## config.mk

```make
export PLATFORM = sky130hd
export DESIGN_NAME = player_bullet
export DESIGN_NICKNAME = d
export VERILOG_FILES = /design/src/rtl/player_bullet.sv
export SDC_FILE = /design/constraint.sdc
export NUM_CORES = 1
export LEC_CHECK = 0
export BUFFER_PORTS_ARGS = -buffer_cell sky130_fd_sc_hd__buf_2
export CORE_UTILIZATION = 45
export DETAILED_ROUTE_END_ITERATION = 10
export PLACE_DENSITY = 0.78
export SLEW_MARGIN = 20
export SYNTH_ARGS = -nofsm -noshare
export SYNTH_HDL_FRONTEND = slang
export SYNTH_SLANG_ARGS = --single-unit
```

## constraint.sdc

```tcl
create_clock -name clk_i -period 2.85 [get_ports clk_i]
set_input_delay 0.1425 -clock clk_i [delete_from_list [all_inputs] [get_ports clk_i]]
set_output_delay 0.1425 -clock clk_i [all_outputs]
set_load 0.005 [all_outputs]
```

## src/rtl/player_bullet.sv

```systemverilog
// Player projectile: launch on fire edge, climb per frame, enemy overlap -> hit pulse.
// Optional PLAYER_BULLET_COOLDOWN_EN adds a frame-counted refire lockout.
module player_bullet #(
`ifdef PLAYER_BULLET_COOLDOWN_EN
   parameter logic [7:0]  cooldown_frames_p = 8'd15,
`endif
   parameter logic [11:0] color_p           = {4'hF, 4'h0, 4'h0},
   parameter logic [9:0]  bullet_width_p    = 10'd2,
   parameter logic [9:0]  bullet_height_p   = 10'd8,
   parameter logic [9:0]  step_p            = 10'd4,
   parameter logic [9:0]  player_width_p    = 10'd40
) (
   input  logic       clk_i,
   input  logic       reset_i,
   input  logic       frame_i,
   input  logic       fire_i,
   input  logic [9:0] player_left_i,
   input  logic [9:0] player_top_i,
   input  logic [9:0] enemy_left_i,
   input  logic [9:0] enemy_right_i,
   input  logic [9:0] enemy_top_i,
   input  logic [9:0] enemy_bot_i,
   input  logic       enemy_dead_i,
   output logic       hit_o,
   output logic       active_o,
   output logic [9:0] left_pos_o,
   output logic [9:0] right_pos_o,
   output logic [9:0] top_pos_o,
   output logic [9:0] bot_pos_o,
   output logic [3:0] bullet_red_o,
   output logic [3:0] bullet_green_o,
   output logic [3:0] bullet_blue_o
);

   localparam logic [9:0] center_off_lp = (player_width_p - bullet_width_p) >> 1;
   localparam logic [9:0] max_left_lp   = 10'd640 - bullet_width_p;

`ifdef PLAYER_BULLET_COOLDOWN_EN
   typedef enum logic [3:0] {
      ST_IDLE = 4'b0001,
      ST_FLY  = 4'b0010,
      ST_HIT  = 4'b0100,
      ST_COOL = 4'b1000
   } state_t;
   localparam state_t end_st_lp = ST_COOL;
`else
   typedef enum logic [3:0] {
      ST_IDLE = 4'b0001,
      ST_FLY  = 4'b0010,
      ST_HIT  = 4'b0100
   } state_t;
   localparam state_t end_st_lp = ST_IDLE;
`endif

   state_t      state_q, state_d;
   logic [9:0]  left_q, left_d;
   logic [9:0]  top_q, top_d;
   logic        fire_q, fire_d;
   logic        hit_q, hit_d;
   logic        active_q, active_d;
`ifdef PLAYER_BULLET_COOLDOWN_EN
   logic [7:0]  cnt_q, cnt_d;
`endif

   logic        fire_rise;
   logic        overlap;
   logic [9:0]  right_w;
   logic [9:0]  bot_w;
   logic [10:0] launch_sum;

   assign right_w    = left_q + bullet_width_p - 10'd1;
   assign bot_w      = top_q + bullet_height_p - 10'd1;
   assign fire_rise  = fire_i & ~fire_q;
   assign launch_sum = {1'b0, player_left_i} + {1'b0, center_off_lp};

   assign overlap = (left_q <= enemy_right_i) & (right_w >= enemy_left_i) &
                    (top_q <= enemy_bot_i) & (bot_w >= enemy_top_i) &
                    ~enemy_dead_i;

   always_comb begin
      state_d = state_q;
      left_d  = left_q;
      top_d   = top_q;
      fire_d  = fire_i;
`ifdef PLAYER_BULLET_COOLDOWN_EN
      cnt_d   = 8'd0;
`endif
      unique case (1'b1)
         state_q[0]: begin
            if (fire_rise && (player_top_i >= bullet_height_p)) begin
               state_d = ST_FLY;
               top_d   = player_top_i - bullet_height_p;
               if (launch_sum > {1'b0, max_left_lp})
                  left_d = max_left_lp;
               else
                  left_d = launch_sum[9:0];
            end
         end
         state_q[1]: begin
            if (overlap)
               state_d = ST_HIT;
            else if (frame_i && (top_q < step_p))
               state_d = end_st_lp;
            else if (frame_i)
               top_d = top_q - step_p;
         end
         state_q[2]: begin
            state_d = end_st_lp;
         end
`ifdef PLAYER_BULLET_COOLDOWN_EN
         state_q[3]: begin
            cnt_d = cnt_q;
            if (frame_i) begin
               if (cnt_q == cooldown_frames_p - 8'd1)
                  state_d = ST_IDLE;
               else
                  cnt_d = cnt_q + 8'd1;
            end
         end
`endif
         default: state_d = ST_IDLE;
      endcase
      active_d = (state_d == ST_FLY);
      hit_d    = (state_d == ST_HIT);
   end

   always_ff @(posedge clk_i) begin
      if (reset_i) begin
         state_q  <= ST_IDLE;
         left_q   <= 10'd0;
         top_q    <= 10'd0;
         fire_q   <= 1'b1;
         hit_q    <= 1'b0;
         active_q <= 1'b0;
`ifdef PLAYER_BULLET_COOLDOWN_EN
         cnt_q    <= 8'd0;
`endif
      end else begin
         state_q  <= state_d;
         left_q   <= left_d;
         top_q    <= top_d;
         fire_q   <= fire_d;
         hit_q    <= hit_d;
         active_q <= active_d;
`ifdef PLAYER_BULLET_COOLDOWN_EN
         cnt_q    <= cnt_d;
`endif
      end
   end

   assign hit_o          = hit_q;
   assign active_o       = active_q;
   assign left_pos_o     = left_q;
   assign right_pos_o    = right_w;
   assign top_pos_o      = top_q;
   assign bot_pos_o      = bot_w;
   assign bullet_red_o   = color_p[11:8];
   assign bullet_green_o = color_p[7:4];
   assign bullet_blue_o  = color_p[3:0];

endmodule

```

* After elaboration in Yosys (flattened, before gate mapping)
Index checks and enable logic that the tools add are counted.
** Word-level totals
- RAM bits :: 0
- Output and inout bits :: 54
- Memories kept :: 0
- Word-level logic and storage cells :: 48
- Input bits :: 65
- Latch bits :: 0
- Bits in registers :: 27
- Memory bits (read-only) :: 0
** Cells by class
- Bitwise gates (word level) :: 7
- Eq/ne operators :: 6
- Shift operators :: 0
- Add/sub/neg operators :: 7
- $lt $le $gt $ge :: 7
- Multiplexer cells :: 10
- Divide/modulo/power cells :: 0
- Reduce and logical (&&, ||, !) cells :: 5
- Multiply operators :: 0
** Operators with widths (number)
- $mux 10 :: 5
- $ge 10x10->1 :: 2
- $le 10x10->1 :: 2
- $pmux 10 s2 :: 1
- $sub 10x1->10 const B :: 2
- $mux 4 :: 3
- $add 10x5->11 const B :: 1
- $gt 11x10->1 const B :: 1
- $add 10x2->10 const B :: 1
- $add 10x4->10 const B :: 1
- $ge 10x4->1 const B :: 1
- $lt 10x3->1 const B :: 1
- $sub 10x3->10 const B :: 1
- $sub 10x4->10 const B :: 1
- $pmux 4 s2 :: 1
- $ne 2x2->1 const B :: 3
- $and 1x1->1 :: 5
- $reduce_and 5->1 :: 1
- $eq 4x2->1 const B :: 1
- $eq 4x3->1 const B :: 1
- $logic_and 1x1->1 :: 2
- $ne 2x1->1 const B :: 1
- $not 1->1 :: 2
- $reduce_and 2->1 :: 1
- $reduce_bool 2->1 :: 1

* Longest topological paths before layout
Gate-level depths: netlist of run 1.
- Depth in word-level cells :: 10
- Mapped depth :: 14
- Depth with buffers taken out :: 13

* Worst setup path after synthesis of run 1
No wires, ideal clock.
- Kind :: register -> register
- Start point :: register top_q[2] (netlist: top_pos_o[2])
- End point :: register top_q[2] (netlist: top_pos_o[2])
- Clock period less this slack :: 3.000 ns
- Data arrival time :: 2.912 ns
- Library setup time :: 0.088 ns
- Required time :: 2.762 ns
- Setup slack :: -0.150 ns
- Buffers on the path :: 1
- Cell stages (with the launch flop) :: 15
- Cell sequence :: dfxtp_1 inv_1 ha_1 nor2b_1 nor2_1 nor3b_1 xnor2_1 ha_1 nand4_1 nor3_1 or4_4 or4b_1 buf_6 and3_4 o32ai_2
** On the way
- Longest elaborated chain between the ends :: 7
- Elaborated cells between the ends (all ways) :: 17
- Classes of those cells :: 3 x add/sub; 3 x order compare; 2 x eq/ne; 4 x mux; 3 x bitwise; 2 x reduce/logical
** Ends and longest elaborated chain
- start, declared :: RTL line 57 : logic [9:0] top_q, top_d;
- start signal, assigned :: RTL line 141 : top_q <= top_d;
- $add 10x4->10 :: RTL line 72 : assign bot_w = top_q + bullet_height_p - 10'd1;
- $sub 10x1->10 :: RTL line 72
- via bot_pos_o[8] :: RTL line 29 : output logic [9:0] bot_pos_o,
- $ge 10x10->1 :: RTL line 77 : (top_q <= enemy_bot_i) & (bot_w >= enemy_top_i) &
- $and 1x1->1 (2 in series) :: RTL line 77
- $ne 2x2->1 (no line)
- $reduce_and 5->1 (no line)
The timed path passes the listed nets, and every way through them passes these cells. The select of a mux whose other input is x is not followed.
A chain may end at the register's enable or synchronous reset.

* Worst setup path after layout of run 1
- Start point :: register top_q[2] (netlist: top_pos_o[2])
- End point :: register top_q[7] (netlist: top_pos_o[7])
** On the way
- Longest elaborated chain between the ends :: 7
- Elaborated cells between the ends (all ways) :: 17
- Classes of those cells :: 3 x add/sub; 3 x order compare; 2 x eq/ne; 4 x mux; 3 x bitwise; 2 x reduce/logical
** Ends and longest elaborated chain (RTL line)
- $add 10x4->10 :: 72
- $sub 10x1->10 :: 72
- $ge 10x10->1 :: 77
- $and 1x1->1 (2 in series) :: 77
- $ne 2x2->1 (no line)
- $reduce_and 5->1 (no line)
Parallel ways exist; a longest one is shown, timed or not. The select of a mux whose other input is x is not followed.

==> results.tsv, run 1 <==
stage	metric	value	unit
outcome	status	complete, but fails checks	
outcome	violations in the final reports	negative setup slack	
place	port bufs	106	
power_and_ir_drop	Peak VDD IR	193	uV
sta	Max Freq	0.335	GHz
place	DP HPWL	6.73	mm
floorplan	Initial Util	0.468	
sta	headroom to the max-slew limit	0.646	
sta	part of the cycle the worst path needs	1.05	
final_layout	layout cells sized above 1	0.393	
worst_hold_path	Hold Path Sink	fire_q$_SDFF_PP1_	
clock_network	Sink Count	27	
worst_setup_path	Crit Path Class	register to register	
yosys	xor and xnor area share after synthesis	0.0821	
detailed_routing	drt pass-1 iters	4	
power_and_ir_drop	sw power	0.394	mW
floorplan	top-level I/O count	119	
yosys	Post-Synth Simple-Gate Area	0.221	
yosys	Main synth FF type	dfxtp_1	
sta	Layout Skew	1.36	ps
place	Cell Area, Placed	3830	um^2
global_route	grt met2 use	0.421	
yosys	largest family of logic cells by synthesized area	simple AND/OR/NAND/NOR gates	
power_and_ir_drop	Seq pwr share	0.372	
worst_setup_path	reg-to-reg slack, setup	-130	ps
worst_setup_path	Worst setup SP type	register	
yosys	ys async rst share	0	
detailed_routing	Vias	3257	
final_layout	final-stage net count	648	
floorplan	row cnt	29	
sta	final setup fails	12	
global_route	grt met1 use	0.291	
global_route	global route hottest layer	met2	
place	gpl congestion	0.915	
final_layout	design area	4150	um^2
sta	Tightest Pin Transition	531	ps
final_layout	Ant. Diodes	0	
power_and_ir_drop	Comb power frac	0.415	
worst_setup_path	Max FO, Critical Path	6	
worst_setup_path	Arr. time, crit path	3150	ps
detailed_routing	Routed Antenna Nets	0	
detailed_routing	DRC	0	
yosys	Synth Area in Compound Gates	0.183	
worst_hold_path	Hold WC Path Type	primary input to register	
sta	endpoints failing hold	0	
floorplan	Die X	83.5	um
sta	unrepaired setup endpoints after global routing	yes	
yosys	YS warnings	0	
detailed_routing	overall routed net length	8.35	mm
final_layout	fillcell total	518	
yosys	mux cell area share after synthesis	0.0138	
yosys	mean area per synthesized cell	7.70	um^2
yosys	synthesized area	2990	um^2
worst_hold_path	hold path depth	2	
clock_network	clock buffer depth	2	
floorplan	DIE AREA	6970	um^2
global_route	Overflow after GRT	0	
power_and_ir_drop	Pwr Density	267	nW/um^2
yosys	Post-synth EDFFs	0	
global_route	largest net degree at the start of global routing	27	
clock_network	clock root cell	clkbuf_8	
detailed_routing	drt wl/cell	13.7	um
place	dpl cells	596	
power_and_ir_drop	Sw Ratio	0.356	
worst_setup_path	CP Data Required Time	3020	ps
sta	Min Clock Period, post-route	2980	ps
worst_hold_path	hold wc startpoint	fire_i	
yosys	sequential area share after synthesis	0.181	
yosys	#FFs+latches synth	27	
global_route	number of global-route vias before repair	3123	
floorplan	Die Span Y	83.5	um
global_route	global-route wire length before repair	13.6	mm
power_and_ir_drop	leak pwr	2.16	nW
clock_network	Worst-Skew Late Latency	280	ps
sta	worst setup margin	-134	ps
sta	Slew Limit Fails	0	
final_layout	Layout area overhead	39.0	%
final_layout	area of the multi-input gates	2310	um^2
yosys	Post-Synth Adder-Cell Area	0.201	
floorplan	core outline area	6390	um^2
worst_setup_path	Reg2Reg Depth	15	
clock_network	CTS tree	yes	
sta	setup TNS	-1060	ps
clock_network	TritonCTS Buffers	3	
power_and_ir_drop	clock group share of total power	0.213	
flow_run	max cap viols	0	
global_route	initial antenna violation count	0	
worst_setup_path	endpoint class of the critical path	register	
final_layout	Finished Layout Cells	611	
clock_network	htree depth	1	
power_and_ir_drop	internal power	0.712	mW
clock_network	Hold-fix buffers, CTS	0	
detailed_routing	Avg Vias per Cell	5.33	
detailed_routing	Iter 0 DRT Violations	121	
global_route	total track usage	0.230	
clock_network	Reg clk slew, reported paths	100	ps
yosys	Synth cell types	49	
final_layout	register area	558	um^2
worst_setup_path	reg2reg start	top_pos_o[2]$_SDFFE_PP0P_	
worst_setup_path	R2R Path End	top_pos_o[7]$_SDFFE_PP0P_	
global_route	met3 Usage GRT	0.0148	
yosys	post-synthesis instance total	388	
final cells by class:
class / count / area share
clock buffers: 3 / 0.00995
clock inverters: 1 / 0.00211
inverters: 53 / 0.0479
multi-input cells: 293 / 0.558
flip-flops and latches: 27 / 0.134
well taps: 77 / 0.0232
repair buffers: 157 / 0.225
synthesized netlist by cell type (4+ instances only):
master / n / area, um^2
inv_1: 52 / 195
ha_1: 48 / 601
nor2_1: 28 / 105
dfxtp_1: 27 / 541
a21oi_1: 21 / 105
nand2_1: 19 / 71.3
xnor2_1: 18 / 158
nor3_1: 17 / 85.1
nand3_1: 15 / 75.1
nand4_1: 14 / 87.6
buf_4: 12 / 90.1
clkbuf_1: 12 / 45.0
xor2_1: 10 / 87.6
o2111ai_1: 8 / 70.1
a211oi_1: 6 / 45.0
a21o_1: 6 / 45.0
o21ai_0: 6 / 30.0
a31oi_1: 5 / 31.3
nand2b_1: 5 / 31.3
o31ai_1: 5 / 37.5
nor4_1: 4 / 25.0
o211ai_1: 4 / 30.0
metrics by stage:
step           power [mW]   util  setup WS (ps)  hold slack [ps]
6_report             1.11  0.650           -134             55.8
5_1_grt              1.17  0.650           -298             71.9
4_1_cts              1.08  0.623          -80.1             62.4
3_5_place_dp        0.843  0.601           -145              351
3_3_place_gp        0.830  0.601          -61.1              351
2_1_floorplan       0.674      -          -62.2              249
critical path: stages (launching register included):
cell and delay, ps:
dfxtp_4 360, inv_2 60, ha_1 150, nor2b_4 160, nor2_2 60, nor3b_2 180, xnor2_1 180, ha_1 290
a21oi_1 120, nor2b_1 60, or4_4 520, nor4b_4 150, buf_4 160, buf_12 130, o2111ai_2 190, o21ai_1 110
placed cells by master (no fill, tap or decap), drive strengths merged, types with 2 or more instances in the layout:
cell	instances
conb	12
nand2	19
mux2i	3
a21oi	23
inv	53
a31oi	5
and4	3
and2	3
ha	48
nand4	14
o31ai	5
nand2b	5
xor2	10
o2111ai	8
a22oi	2
nand3	15
clkbuf	3
o41a	2
dfxtp	27
nor3b	3
o211ai	4
nor4	4
a21o	6
or4	4
buf	157
xnor2	18
a211oi	8
nor2	28
o21a	2
and3	2
nor2b	3
o21ai	9
nor3	17
kinds of logic (layout without fill, tap and decap cells):
kind of cell | Yosys count | count (layout)
flip-flops | 27 | 27
AO/OA/AOI/OAI | 77 | 77
other | 2 | 12
AND/OR/NAND/NOR | 124 | 124
multiplexers | 4 | 4
XOR/XNOR | 28 | 28
adder cells (fa/ha/maj) | 48 | 48
buffers and inverters | 78 | 214
worst max-delay path by stage:
stage | start | to | slack, ps | cells after the start
after floorplan | left_pos_o[3]$_SDFFE_PP0P_ | top_pos_o[2]$_SDFFE_PP0P_ | -60 | 12
after CTS | left_pos_o[2]$_SDFFE_PP0P_ | state_q[0]$_SDFF_PP1_ | -80 | 12
after global placement | left_pos_o[3]$_SDFFE_PP0P_ | state_q[3]$_SDFF_PP0_ | -60 | 12
after detailed placement | top_pos_o[1]$_SDFFE_PP0P_ | state_q[0]$_SDFF_PP1_ | -140 | 13
after global routing | top_pos_o[2]$_SDFFE_PP0P_ | top_pos_o[7]$_SDFFE_PP0P_ | -300 | 15
final | top_pos_o[2]$_SDFFE_PP0P_ | top_pos_o[7]$_SDFFE_PP0P_ | -130 | 15
flip-flops by register name, summed over array words and instances, names as in the netlist:
name and flops:
state_q 4, active_o 1, left_pos_o 10, fire_q 1, hit_o 1, top_pos_o 10
repair_timing:
action	CTS	global route
resized for setup	10	29
setup endpoints to repair	13	14
gates cloned	0	0
setup buffers	6	5
pin swaps	23	20
layer usage:
metal | vias to the layer above | share of wire
li1 | 1654 | -
met1 | 1491 | 0.44
met2 | 99 | 0.50
met3 | 13 | 0.040
met4 | 0 | 0.016
met5 | - | 0
power by group through the flow:
| stage | Clock [mW] | Sequential [mW] | Combinational (mW) |
|---|---|---|---|
| floorplan | 0 | 0.423 | 0.251 |
| global placement | 0 | 0.416 | 0.414 |
| detailed placement | 0 | 0.417 | 0.426 |
| CTS | 0.236 | 0.409 | 0.438 |
| global route | 0.250 | 0.414 | 0.508 |
| finish | 0.236 | 0.411 | 0.459 |
Note: power is estimated with default switching activity, not from simulation.
==> inputs of run 2 (changes only) <==
Settings changed: BUFFER_PORTS_ARGS -buffer_cell sky130_fd_sc_hd__buf_2 to default, DONT_BUFFER_PORTS from default to 1, PLACE_DENSITY 0.78 to 0.62.
Clock period 2.85 ns to 2.5 ns, I/O delays scaled along.
==> run 2 against run 1 <==
Net effect:
- the run ends with negative hold slack, negative setup slack left
- sequential power rose by 14%
- maximum frequency down 1.4%
- via count fell by 5.3%
- critical path type unchanged
- sequential cell count did not move
- critical path depth decreased by 3
- critical endpoint is now top_pos_o[9]$_SDFFE_PP0P_
- global-route usage increased by 0.38 points
- clock power grew 5%
- utilization fell by 1.1 points
==> results.tsv, run 2 (same netlist as run 1, synthesis figures left out) <==
stage	metric	value	unit	change
worst_setup_path	endpoint class of the critical path	register		unchanged
clock_network	Worst-Skew Late Latency	270	ps	was 280 ps
worst_setup_path	R2R Path End	top_pos_o[9]$_SDFFE_PP0P_		was top_pos_o[7]$_SDFFE_PP0P_
clock_network	clock root cell	clkbuf_8		unchanged
detailed_routing	Iter 0 DRT Violations	120		was 121
clock_network	TritonCTS Buffers	3		unchanged
detailed_routing	Vias	3083		was 3257
power_and_ir_drop	leak pwr	1.97	nW	was 2.16 nW
clock_network	Reg clk slew, reported paths	90	ps	was 100 ps
worst_setup_path	reg2reg start	left_pos_o[2]$_SDFFE_PP0P_		was top_pos_o[2]$_SDFFE_PP0P_
final_layout	fillcell total	541		was 518
detailed_routing	drt wl/cell	15.3	um	was 13.7 um
worst_setup_path	critical path startpoint	left_pos_o[2]$_SDFFE_PP0P_		was top_pos_o[2]$_SDFFE_PP0P_
worst_hold_path	Hold WC Path Type	primary input to register		unchanged
final_layout	final-stage net count	595		was 648
sta	endpoints failing hold	12		was 0
power_and_ir_drop	clock group share of total power	0.202		was 0.213
detailed_routing	top routing layer in use	met4		unchanged
sta	final setup fails	14		was 12
worst_setup_path	Crit Path Class	register to register		unchanged
worst_setup_path	Arr. time, crit path	3180	ps	was 3150 ps
detailed_routing	M1 WL	3.74	mm	was 3.68 mm
final_layout	design area	4080	um^2	was 4150 um^2
sta	Tightest Pin Transition	495	ps	was 531 ps
worst_setup_path	Reg2Reg Depth	12		was 15
floorplan	DIE AREA	6970	um^2	unchanged
detailed_routing	overall routed net length	8.53	mm	was 8.35 mm
sta	unrepaired setup endpoints after global routing	yes		unchanged
worst_setup_path	Max FO, Critical Path	5		was 6
detailed_routing	met3 WL	472	um	was 331 um
floorplan	row cnt	29		unchanged
power_and_ir_drop	Comb power frac	0.413		was 0.415
final_layout	layout cells sized above 1	0.314		was 0.393
floorplan	core outline area	6390	um^2	unchanged
global_route	global-route wire length before repair	13.7	mm	was 13.6 mm
power_and_ir_drop	total chip power	1.22	mW	was 1.11 mW
worst_setup_path	reg-to-reg slack, setup	-530	ps	was -130 ps
final_layout	Layout area overhead	36.7	%	was 39.0%
sta	Layout Skew	2.15	ps	was 1.36 ps
final_layout	Ant. Diodes	0		unchanged
worst_setup_path	Setup crit end	top_pos_o[9]$_SDFFE_PP0P_		was top_pos_o[7]$_SDFFE_PP0P_
power_and_ir_drop	Pwr Density	299	nW/um^2	was 267 nW/um^2
floorplan	top-level I/O count	119		unchanged
clock_network	CTS tree	yes		unchanged
sta	Slew Limit Fails	0		unchanged
power_and_ir_drop	Sw Ratio	0.335		was 0.356
worst_setup_path	Worst setup SP type	register		unchanged
detailed_routing	Routed Antenna Nets	0		unchanged
detailed_routing	met2 WL	4.16	mm	was 4.20 mm
place	Cell Area, Placed	3610	um^2	was 3830 um^2
global_route	total track usage	0.234		was 0.230
clock_network	clock buffer depth	2		unchanged
global_route	Overflow after GRT	0		unchanged
worst_setup_path	CP Data Required Time	2660	ps	was 3020 ps
outcome	status	complete, but fails checks		unchanged
sta	part of the cycle the worst path needs	1.21		was 1.05
detailed_routing	DRC	0		unchanged
place	gpl congestion	0.902		was 0.915
sta	headroom to the max-slew limit	0.668		was 0.646
global_route	number of global-route vias before repair	3067		was 3123
power_and_ir_drop	sw power	0.409	mW	was 0.394 mW
clock_network	htree depth	1		unchanged
sta	worst setup margin	-527	ps	was -134 ps
place	dpl ws	-422	ps	was -145 ps
clock_network	Hold-fix buffers, CTS	13		was 0
clock_network	Sink Count	27		unchanged
global_route	largest net degree at the start of global routing	27		unchanged
sta	worst hold margin	-89.1	ps	was 55.8 ps
power_and_ir_drop	internal power	0.813	mW	was 0.712 mW
outcome	violations in the final reports	negative hold slack, negative setup slack		was negative setup slack
detailed_routing	Avg Vias per Cell	5.53		was 5.33
final_layout	commonest non-fill, non-tap cell in the layout	buf_4		was buf_2
power_and_ir_drop	Seq pwr share	0.384		was 0.372
floorplan	Initial Util	0.468		unchanged
place	DP HPWL	6.51	mm	was 6.73 mm
place	port bufs	0		was 106
global_route	initial antenna violation count	0		unchanged
sta	Min Clock Period, post-route	3030	ps	was 2980 ps
floorplan	Die X	83.5	um	unchanged
power_and_ir_drop	Peak VDD IR	228	uV	was 193 uV
detailed_routing	drt pass-1 iters	4		unchanged
flow_run	max cap viols	0		unchanged
final_layout	leading cell types in the layout, fill and taps excluded	buf_4 (89), inv_1 (49), ha_1 (45)		was buf_2 (106), inv_1 (50), buf_4 (48)
sta	Max Freq	0.330	GHz	was 0.335 GHz
floorplan	Die Span Y	83.5	um	unchanged
==> run 2: cell types whose count changed in the layout (fill, tap and decap cells not counted), moves of 4 or more <==
cell,change
buf_2,-106
buf_4,+41
dlygate4sd3_1,+13
a211oi_1,-4
a211oi_2,+4
==> run 2: per-layer routing <==
metal,track usage,vias to the layer above
met3,0.0307,16
met4,0.0647,0
met1,0.311,1412
met2,0.398,117
met5,0,-
li1,-,1538
==> run 2: worst min-delay path by stage <==
stage	from	to	slack, ps	cells past startpoint
2_1_floorplan	fire_i	fire_q$_SDFF_PP1_	230	1
3_3_place_gp	reset_i	top_pos_o[0]$_SDFFE_PP0P_	190	1
3_5_place_dp	reset_i	top_pos_o[1]$_SDFFE_PP0P_	190	1
4_1_cts	reset_i	state_q[1]$_SDFF_PP0_	-100	1
5_1_grt	reset_i	state_q[1]$_SDFF_PP0_	-100	1
6_report	reset_i	state_q[1]$_SDFF_PP0_	-90	1
==> run 2: worst max-delay path, stage by stage, from the launching register on <==
cell and delay [ps]:
dfxtp_2 340, and4_4 230, and4_4 230, nand3_4 80, xnor2_2 170, ha_1 300, and4_1 230, o2111ai_2 100
a21o_1 210, or4b_4 570, a21oi_4 240, buf_4 160, o31ai_2 60
==> run 2: per-stage QoR <==
| stage | std cells | TNS (ps) | utilization |
|---|---|---|---|
| detailed placement | 527 | -5170 | 0.565 |
| global placement | 527 | -4590 | 0.565 |
| floorplan | 398 | -4320 | - |
| global route | 558 | -8140 | 0.639 |
| CTS | 551 | -5110 | 0.610 |
| finish | 558 | -6380 | 0.639 |
==> run 2: what timing repair did <==
| action | CTS | global route |
|---|---|---|
| gates resized for setup | 13 | 26 |
| setup buffers | 7 | 7 |
| setup endpoints to repair | 14 | 21 |
| endpoints found under the hold margin | 25 | 12 |
| pin swaps | 2 | 14 |
==> run 2: power groups by stage <==
stage          Combinational [mW]  Sequential (mW)  Clock, mW
6_report                    0.505            0.470      0.247
3_5_place_dp                0.442            0.476          0
4_1_cts                     0.471            0.468      0.255
2_1_floorplan               0.288            0.483          0
3_3_place_gp                0.432            0.475          0
5_1_grt                     0.561            0.473      0.273
==> run 2: final cells by class <==
class	count	area, um^2	area share
Inverter	53	201	0.0494
Multi-Input combinational cell	293	2350	0.575
Sequential cell	27	557	0.136
Clock inverter	1	7.51	0.00184
Tap cell	77	96.3	0.0236
Clock buffer	3	41.3	0.0101
Timing Repair Buffer	104	830	0.203
==> inputs of run 3 (changes only) <==
Settings changed: CORE_ASPECT_RATIO from default to 1.5.
==> run 3 against run 2 <==
Net effect:
- critical endpoint is now top_pos_o[3]$_SDFFE_PP0P_
- clock skew up 1.4 ps
- maximum frequency rose by 1.3%
- sequential cell count unchanged
- die area barely moved
- sequential power about the same
- highest routed layer unchanged
- clock power is 2% higher
- hold slack improved by 100 ps
- the run ends with negative setup slack left
==> results.tsv, run 3 (same netlist as run 1, synthesis figures left out) <==
stage	metric	value	unit	change
floorplan	core outline area	6440	um^2	was 6390 um^2
power_and_ir_drop	Pwr Density	312	nW/um^2	was 299 nW/um^2
global_route	number of global-route vias before repair	3081		was 3067
sta	Layout Skew	3.59	ps	was 2.15 ps
outcome	status	complete, but fails checks		unchanged
sta	Min Clock Period, post-route	2990	ps	was 3030 ps
sta	Max Freq	0.335	GHz	was 0.330 GHz
flow_run	max cap viols	0		unchanged
detailed_routing	Iter 0 DRT Violations	116		was 120
detailed_routing	Vias	3098		was 3083
sta	final setup fails	14		unchanged
clock_network	Worst-Skew Late Latency	270	ps	about the same
power_and_ir_drop	Peak VDD IR	213	uV	was 228 uV
clock_network	TritonCTS Buffers	3		unchanged
sta	setup TNS	-5680	ps	was -6380 ps
final_layout	final-stage net count	579		was 595
sta	part of the cycle the worst path needs	1.20		was 1.21
power_and_ir_drop	Comb power frac	0.407		was 0.413
final_layout	Layout area overhead	30.8	%	was 36.7%
sta	Slew Limit Fails	0		unchanged
power_and_ir_drop	Seq pwr share	0.387		was 0.384
global_route	initial antenna violation count	0		unchanged
power_and_ir_drop	leak pwr	1.86	nW	was 1.97 nW
global_route	global-route wire length before repair	13.5	mm	was 13.7 mm
floorplan	Die X	68.5	um	was 83.5 um
detailed_routing	overall routed net length	8.68	mm	was 8.53 mm
worst_setup_path	Arr. time, crit path	3190	ps	was 3180 ps
outcome	violations in the final reports	negative setup slack		was negative hold slack, negative setup slack
power_and_ir_drop	sw power	0.417	mW	was 0.409 mW
final_layout	commonest non-fill, non-tap cell in the layout	buf_4		unchanged
clock_network	CTS tree	yes		unchanged
sta	endpoints failing hold	0		was 12
final_layout	Core Util, Final	0.606		was 0.639
global_route	Overflow after GRT	0		unchanged
final_layout	leading cell types in the layout, fill and taps excluded	buf_4 (83), inv_1 (49), ha_1 (43)		was buf_4 (89), inv_1 (49), ha_1 (45)
sta	worst setup margin	-489	ps	was -527 ps
clock_network	clock buffer depth	2		unchanged
global_route	largest net degree at the start of global routing	26		was 27
detailed_routing	drt wl/cell	16.0	um	was 15.3 um
worst_setup_path	CP Data Required Time	2700	ps	was 2660 ps
global_route	total track usage	0.255		was 0.234
place	gpl congestion	0.868		was 0.902
final_layout	layout cells sized above 1	0.295		was 0.314
sta	headroom to the max-slew limit	0.316		was 0.668
clock_network	clock root cell	clkbuf_8		unchanged
worst_hold_path	Hold WC Path Type	primary input to register		unchanged
worst_setup_path	Max FO, Critical Path	7		was 5
place	port bufs	0		unchanged
worst_setup_path	critical path startpoint	left_pos_o[3]$_SDFFE_PP0P_		was left_pos_o[2]$_SDFFE_PP0P_
clock_network	Sink Count	27		unchanged
detailed_routing	Routed Antenna Nets	0		unchanged
sta	Tightest Pin Transition	1020	ps	was 495 ps
worst_setup_path	crit path max-delay cell type	or4b_4		unchanged
power_and_ir_drop	clock group share of total power	0.207		was 0.202
floorplan	row cnt	36		was 29
final_layout	fillcell total	589		was 541
detailed_routing	drt pass-1 iters	7		was 4
sta	unrepaired setup endpoints after global routing	yes		unchanged
detailed_routing	DRC	0		unchanged
worst_setup_path	Crit Path Class	register to register		unchanged
worst_setup_path	endpoint class of the critical path	register		unchanged
worst_setup_path	Critical Path Max Stage Delay	540	ps	was 570 ps
floorplan	Die Span Y	102	um	was 83.5 um
clock_network	htree depth	1		unchanged
worst_hold_path	hold wc startpoint	frame_i		was reset_i
power_and_ir_drop	internal power	0.799	mW	was 0.813 mW
worst_setup_path	Worst setup SP type	register		unchanged
place	DP HPWL	6.92	mm	was 6.51 mm
worst_setup_path	CP cell instances	and4_4 -> and4_4 -> nand3_4 -> xnor2_2 -> ha_1 -> and4_4 -> o2111ai_2 -> a21o_1 -> or4b_4 -> a21oi_4 -> mux2i_1		was and4_4 -> and4_4 -> nand3_4 -> xnor2_2 -> ha_1 -> and4_1 -> o2111ai_2 -> a21o_1 -> or4b_4 -> a21oi_4 -> buf_4 -> o31ai_2
detailed_routing	Avg Vias per Cell	5.73		was 5.53
final_layout	Ant. Diodes	0		unchanged
floorplan	Initial Util	0.464		was 0.468
clock_network	Reg clk slew, reported paths	90	ps	about the same
worst_setup_path	reg2reg start	left_pos_o[3]$_SDFFE_PP0P_		was left_pos_o[2]$_SDFFE_PP0P_
worst_setup_path	CP dominant cell by count	and4_4		unchanged
power_and_ir_drop	Sw Ratio	0.343		was 0.335
floorplan	top-level I/O count	119		unchanged
power_and_ir_drop	total chip power	1.22	mW	about the same
floorplan	DIE AREA	6970	um^2	about the same
## run 3: cell types whose count changed in the layout (fill, tap and decap cells not counted), moves of 2 or more
cell,delta
a211oi_1,+4
a211oi_2,-4
buf_4,-6
dlygate4sd3_1,-9
ha_1,-2
o2111ai_1,-2
o21ai_1,+2
o31ai_1,+2
o31ai_2,-2
## run 3: path summary, 6_finish.rpt
check,end,slack [ps],cells past startpoint
worst max register to register,top_pos_o[3]$_SDFFE_PP0P_,-490,11
worst min-delay path,top_pos_o[2]$_SDFFE_PP0P_,20,2
worst max-delay path,top_pos_o[3]$_SDFFE_PP0P_,-490,11
worst min register to register,state_q[3]$_SDFF_PP0_,480,1
## run 3: timing repair
item                                    in CTS  in global routing
hold buffers                                 4                  0
endpoints found under the setup margin      14                 15
hold endpoints to repair                    25                  0
setup buffers                                3                  1
cloned                                       0                  0
gates resized for setup                     10                 25
pin swaps                                   19                 23
## run 3: final cells by class
cell class,instances,area [um^2],area share
tap,76,95.1,0.0244
multi-input combinational,293,2330,0.597
clock buffer,4,45.0,0.0115
inverter,53,201,0.0516
timing repair buffer,88,674,0.173
sequential,27,559,0.143
## run 3: power by group through the flow
stage | clock network, mW | registers [mW] | logic (mW)
6_report | 0.251 | 0.470 | 0.495
5_1_grt | 0.277 | 0.473 | 0.557
4_1_cts | 0.252 | 0.469 | 0.470
3_5_place_dp | 0 | 0.478 | 0.449
3_3_place_gp | 0 | 0.477 | 0.441
2_1_floorplan | 0 | 0.483 | 0.288
## run 3: routing by layer
| layer | vias up | wire [um] | part of all wire | global-route usage |
|---|---|---|---|---|
| met5 | - | 0 | 0 | 0 |
| met1 | 1457 | 3080 | 0.35 | 0.246 |
| met3 | 17 | 559 | 0.064 | 0.0597 |
| met2 | 112 | 4780 | 0.55 | 0.492 |
| met4 | 0 | 270 | 0.031 | 0.103 |
| li1 | 1512 | - | - | - |
## run 3: metrics by stage
stage	worst slack (ps)	hold WS, ps	cells	area, um^2
after floorplan	-410	232	398	3070
after global placement	-419	197	529	3610
after detailed placement	-524	194	529	3610
after CTS	-519	20.5	540	3760
after global routing	-634	22.0	541	3910
final	-489	15.7	541	3910
## run 3: worst max-delay path: cells and delay by family, from the launching register on
family	cells	cell delay, ps
compound gates	3	600
xor+xnor	1	150
fa+ha+maj	1	300
flops	1	350
mux	1	220
simple gates	5	1290
